## src/rtl/bayer_packer.sv

```systemverilog
// Serializes one ARGB pixel into four byte-wide Bayer samples (R, G1, G2, B),
// tracking a per-frame pixel count and a sticky non-opaque alpha flag.
//
// state | meaning
// IDLE  | no pixel held, ready to accept
// S_R   | presenting R of the held pixel
// S_G1  | presenting G as G1
// S_G2  | presenting G as G2
// S_B   | presenting B; may accept the next pixel in the same cycle
module bayer_packer #(
    parameter int COUNT_W = 16
) (
    input  logic               clk,
    input  logic               n_rst,
    input  logic [31:0]        in_argb,
    input  logic               in_valid,
    input  logic               in_sof,
    output logic               in_ready,
    output logic [7:0]         out_sample,
    output logic [1:0]         out_sel,
    output logic               out_valid,
    input  logic               out_ready,
    output logic               out_sof,
    output logic [COUNT_W-1:0] pix_count,
    output logic               alpha_err,
    input  logic               clear_err
);

    typedef enum logic [2:0] {IDLE, S_R, S_G1, S_G2, S_B} state_t;

    state_t      state;
    state_t      state_nxt;
    logic [23:0] hold_rgb;
    logic        sof_q;
    logic        accept;

    // Accepting in S_B with out_ready lets pixels stream with no idle bubble.
    assign in_ready = (state == IDLE) || ((state == S_B) && out_ready);
    assign accept   = in_valid && in_ready;

    always_ff @(posedge clk or negedge n_rst) begin
        if (!n_rst) begin
            state    <= IDLE;
            hold_rgb <= '0;
            sof_q    <= 1'b0;
        end else begin
            state <= state_nxt;
            if (accept) begin
                hold_rgb <= in_argb[23:0];
                sof_q    <= in_sof;
            end
        end
    end

    always_comb begin
        state_nxt = state;
        case (state)
            IDLE: if (accept)    state_nxt = S_R;
            S_R:  if (out_ready) state_nxt = S_G1;
            S_G1: if (out_ready) state_nxt = S_G2;
            S_G2: if (out_ready) state_nxt = S_B;
            S_B:  if (out_ready) state_nxt = accept ? S_R : IDLE;
            default:             state_nxt = IDLE;
        endcase
    end

    always_comb begin
        out_sample = 8'h00;
        out_sel    = 2'd0;
        case (state)
            S_R: begin
                out_sample = hold_rgb[23:16];
                out_sel    = 2'd0;
            end
            S_G1: begin
                out_sample = hold_rgb[15:8];
                out_sel    = 2'd1;
            end
            S_G2: begin
                out_sample = hold_rgb[15:8];
                out_sel    = 2'd2;
            end
            S_B: begin
                out_sample = hold_rgb[7:0];
                out_sel    = 2'd3;
            end
            default: begin
                out_sample = 8'h00;
                out_sel    = 2'd0;
            end
        endcase
    end

    assign out_valid = (state != IDLE);
    assign out_sof   = sof_q && (state == S_R);

    always_ff @(posedge clk or negedge n_rst) begin
        if (!n_rst) begin
            pix_count <= '0;
        end else if (accept) begin
            pix_count <= in_sof ? COUNT_W'(1) : pix_count + COUNT_W'(1);
        end
    end

    // A set on the same edge as a clear takes priority.
    always_ff @(posedge clk or negedge n_rst) begin
        if (!n_rst) begin
            alpha_err <= 1'b0;
        end else if (accept && (in_argb[31:24] != 8'hFF)) begin
            alpha_err <= 1'b1;
        end else if (clear_err) begin
            alpha_err <= 1'b0;
        end
    end

endmodule
```

## config.mk

```make
export PLATFORM = sky130hd
export DESIGN_NAME = bayer_packer
export DESIGN_NICKNAME = d
export VERILOG_FILES = /design/src/rtl/bayer_packer.sv
export SDC_FILE = /design/constraint.sdc
export NUM_CORES = 1
export LEC_CHECK = 0
export BUFFER_PORTS_ARGS = -buffer_cell sky130_fd_sc_hd__buf_2
export CAP_MARGIN = 20
export CORE_ASPECT_RATIO = 1.25
export CORE_MARGIN = 2
export CORE_UTILIZATION = 40
export CTS_BUF_LIST = sky130_fd_sc_hd__clkbuf_8
export CTS_CLUSTER_SIZE = 14
export DETAILED_ROUTE_END_ITERATION = 10
export HOLD_SLACK_MARGIN = 0.05
export PLACE_DENSITY = 0.67
export SLEW_MARGIN = 20
export SYNTH_ARGS = -nofsm -noshare
export SYNTH_HDL_FRONTEND = slang
export SYNTH_SLANG_ARGS = --single-unit
export TNS_END_PERCENT = 1
```

## constraint.sdc

```tcl
create_clock -name clk -period 1.5 [get_ports clk]
set_input_delay 0.3 -clock clk [delete_from_list [all_inputs] [get_ports clk]]
set_output_delay 0.3 -clock clk [all_outputs]
set_load 0.03 [all_outputs]
```

==> results.yml <==
layout:
  final_cells: 431
  num_antenna_cells: 0
  syn_to_final_growth_pct: 41.1
  nets: 405
  drive_gt1_share_pct: 36.5
timing:
  slew_violations: 0
  hold_viol_final: 0
  finalCritPeriodShare_pct: 117
  max_slew_margin_pct: 68.9
  timing.fmax_mhz: 571
  tightestPinTransition_ns: 0.466
  layout_setup_ws_ns: -0.251
  rsz0062_at_grt: "yes"
  fin_skew_ns: 0.0105
  setup_violations: 15
  period_minus_slack_ns: 1.75
floorplanning:
  rows: 30
  die_w_um: 72.0
  io_pins: 68
  start_util_pct: 41.9
  core-area_um2: 5520
  dieArea_um2: 6400
  fp.dieH_um: 89.0
synthesis:
  synthXorXnorAreaFrac_pct: 0.758
  synthDistinctLibCells: 38
  syn_area_um2: 2310
  synth_area_leaders: "dfrtp_1 (49%), nand2_1 (15%), a221o_1 (3.5%)"
  ys.flop_type: "dfrtp_1"
  synth_cells: 269
  synth-seq-area-share_pct: 48.8
  synth_async_sr_flop_share_pct: 100
  syn_avg_cell_area_um2: 8.59
  synth_top_family_by_area: "simple AND/OR/NAND/NOR gates"
  synth_nets: 308
  synth-edff-count: 0
  yosysMostFrequentCell: "nand2_1"
  yosys.area_share.simple_pct: 30.3
  synth-seq-cells: 45
  synth_area_leader_cell: "dfrtp_1"
  synth_compound_area_share_pct: 14.6
  synthTopCellsByCount: "nand2_1 (92), dfrtp_1 (45), o21ai_0 (15)"
  yosysTopAreaCellShare_pct: 48.8
  ys_warn_count: 0
  muxShareOfSynthArea_pct: 0.921
  synthAdderAreaFrac_pct: 0.542
placed_design:
  portBuffers: 67
  dpl.cell_count: 420
  place_ws_ns: -0.0404
  hpwl_um: 4550
  gp_congestion: 0.804
critical_path:
  critPathMaxFanout: 3
  timing_worst_setup_path_type: "reg -> out"
  crit_arrival_ns: 1.45
  cp-start-kind: "register"
  crit_path_end_kind: "output pin"
  worstPathRequired_ns: 1.20
  reg2reg_depth: 4
clocking:
  path_clk_slew_ns: 0.10
  cts_tree: "yes"
  htreeDepth: 2
  clk_path_buf_depth: 2
  clk_latency_ns: 0.30
  root_buffer: "clkbuf_8"
  cts_made_buffers: 5
  clock-sinks: 45
power:
  ir_drop_mv: 1.15
  power_density_nw_per_um2: 2110
  power_leakage_nw: 1.63
run_status:
  violations: "setup timing"
  status: "finished, violations left"
global_route:
  grt_max_degree: 24
  grt_antenna_before_repair: 0
  grt_pass1_wl_um: 10200
  grtUsageTotal_pct: 20.4
  grt_pass1_vias: 2224
  overflow: 0
hold_path:
  whs_path_depth: 2
  min_path_type: "in -> reg"
route:
  dr.pass1.iters: 4
  ant_nets: 0
  post_drt_wl_per_cell_um: 14.2
  drc: 0
  vias: 2249
  drt-initial-drc-count: 94
  vias_per_cell: 5.22
  drt-total-wl_um: 6130
job:
  maxCapViolCount: 0
## state kept, by name (all words and copies together), names as in the netlist
signal and flops:
state 3, pix_count 16, alpha_err 1, sof_q 1, hold_rgb 24
## logic make-up (layout without fill, tap and decap cells)
kind of cell    after synthesis  in the layout
simple gates                149            149
compound gates               48             48
flops                        45             45
buf+inv                      22            120
xor+xnor                      2              2
mux                           2              2
fa+ha+maj                     1              1
## critical path, stage by stage, from the launching register on
cell     delay, ns
dfrtp_1       0.44
nor2_4        0.14
and2_4        0.17
buf_6         0.09
nand2_1       0.04
o21ai_1       0.09
buf_4         0.19
## layout by cell type (no fill, tap or decap), types with 3 or more instances in the layout
master	Yosys	final
nand2_1	92	92
buf_2	10	54
dfrtp_1	45	43
buf_4	0	42
o21ai_1	0	9
a221o_1	8	8
nand3_1	7	7
a22oi_1	10	6
nand4_1	6	6
nor2b_1	7	6
nor3_1	6	6
inv_1	6	6
o21ai_0	15	6
nor2_1	6	5
a21oi_1	5	5
clkbuf_8	0	5
buf_12	0	5
a22oi_2	0	4
buf_6	0	4
and2_1	4	3
o22ai_1	3	3
## path summary, 6_finish.rpt
path / start / to / slack [ns]
worst max-delay path: state[0] / out_sample[4] / -0.25
worst min-delay path: clear_err / alpha_err / 0.17
worst max register to register: pix_count[0] / pix_count[11] / -0.02
worst min register to register: hold_rgb[23] / hold_rgb[23] / 0.49
max in group asynchronous: n_rst / pix_count[15] / 0.50
min in group asynchronous: n_rst / hold_rgb[10] / 0.48
## repair_timing
item,in CTS,in global routing
hold buffers,1,0
gates cloned,0,0
setup endpoints to repair,15,49
buffers inserted,2,0
hold endpoints to repair,16,0
resized for setup,27,5
pin swaps,5,1
## per-layer routing
metal	track usage (%)	wire length (um)	share of wire (%)
met1	24.4	2580	42
met2	38.1	3260	53
met3	3.16	249	4.1
met4	5.49	45	0.73
met5	0	0	0
## report_power, final
part           switching (mW)  internal [mW]  leakage [nW]
combinational            2.12           1.58          1.01
sequential              0.362           1.71         0.552
clock                   0.435          0.671        0.0687
## through the flow
stage | area [um2] | power (mW) | hold WS (ns) | util (%) | setup TNS, ns
detailed placement | 2990 | 5.48 | 0.272 | 54.2 | -0.0404
global route | 3260 | 7.36 | 0.166 | 59.0 | -4.22
floorplan | 2310 | 4.15 | 0.00441 | - | -2.03
CTS | 3240 | 6.91 | 0.166 | 58.7 | -3.11
global placement | 2990 | 5.40 | 0.268 | 54.2 | -0.00287
finish | 3260 | 6.87 | 0.173 | 59.0 | -2.85
## layout make-up
| type | instances | area (um2) |
|---|---|---|
| Clock buffer | 5 | 68.8 |
| Inverter | 6 | 22.5 |
| Multi-Input combinational cell | 202 | 1150 |
| Clock inverter | 3 | 68.8 |
| Timing Repair Buffer | 106 | 741 |
| Tap cell | 64 | 80.1 |
| Fill cell | 507 | 2260 |
| Sequential cell | 45 | 1130 |
Note: power is estimated with default switching activity, not from simulation.
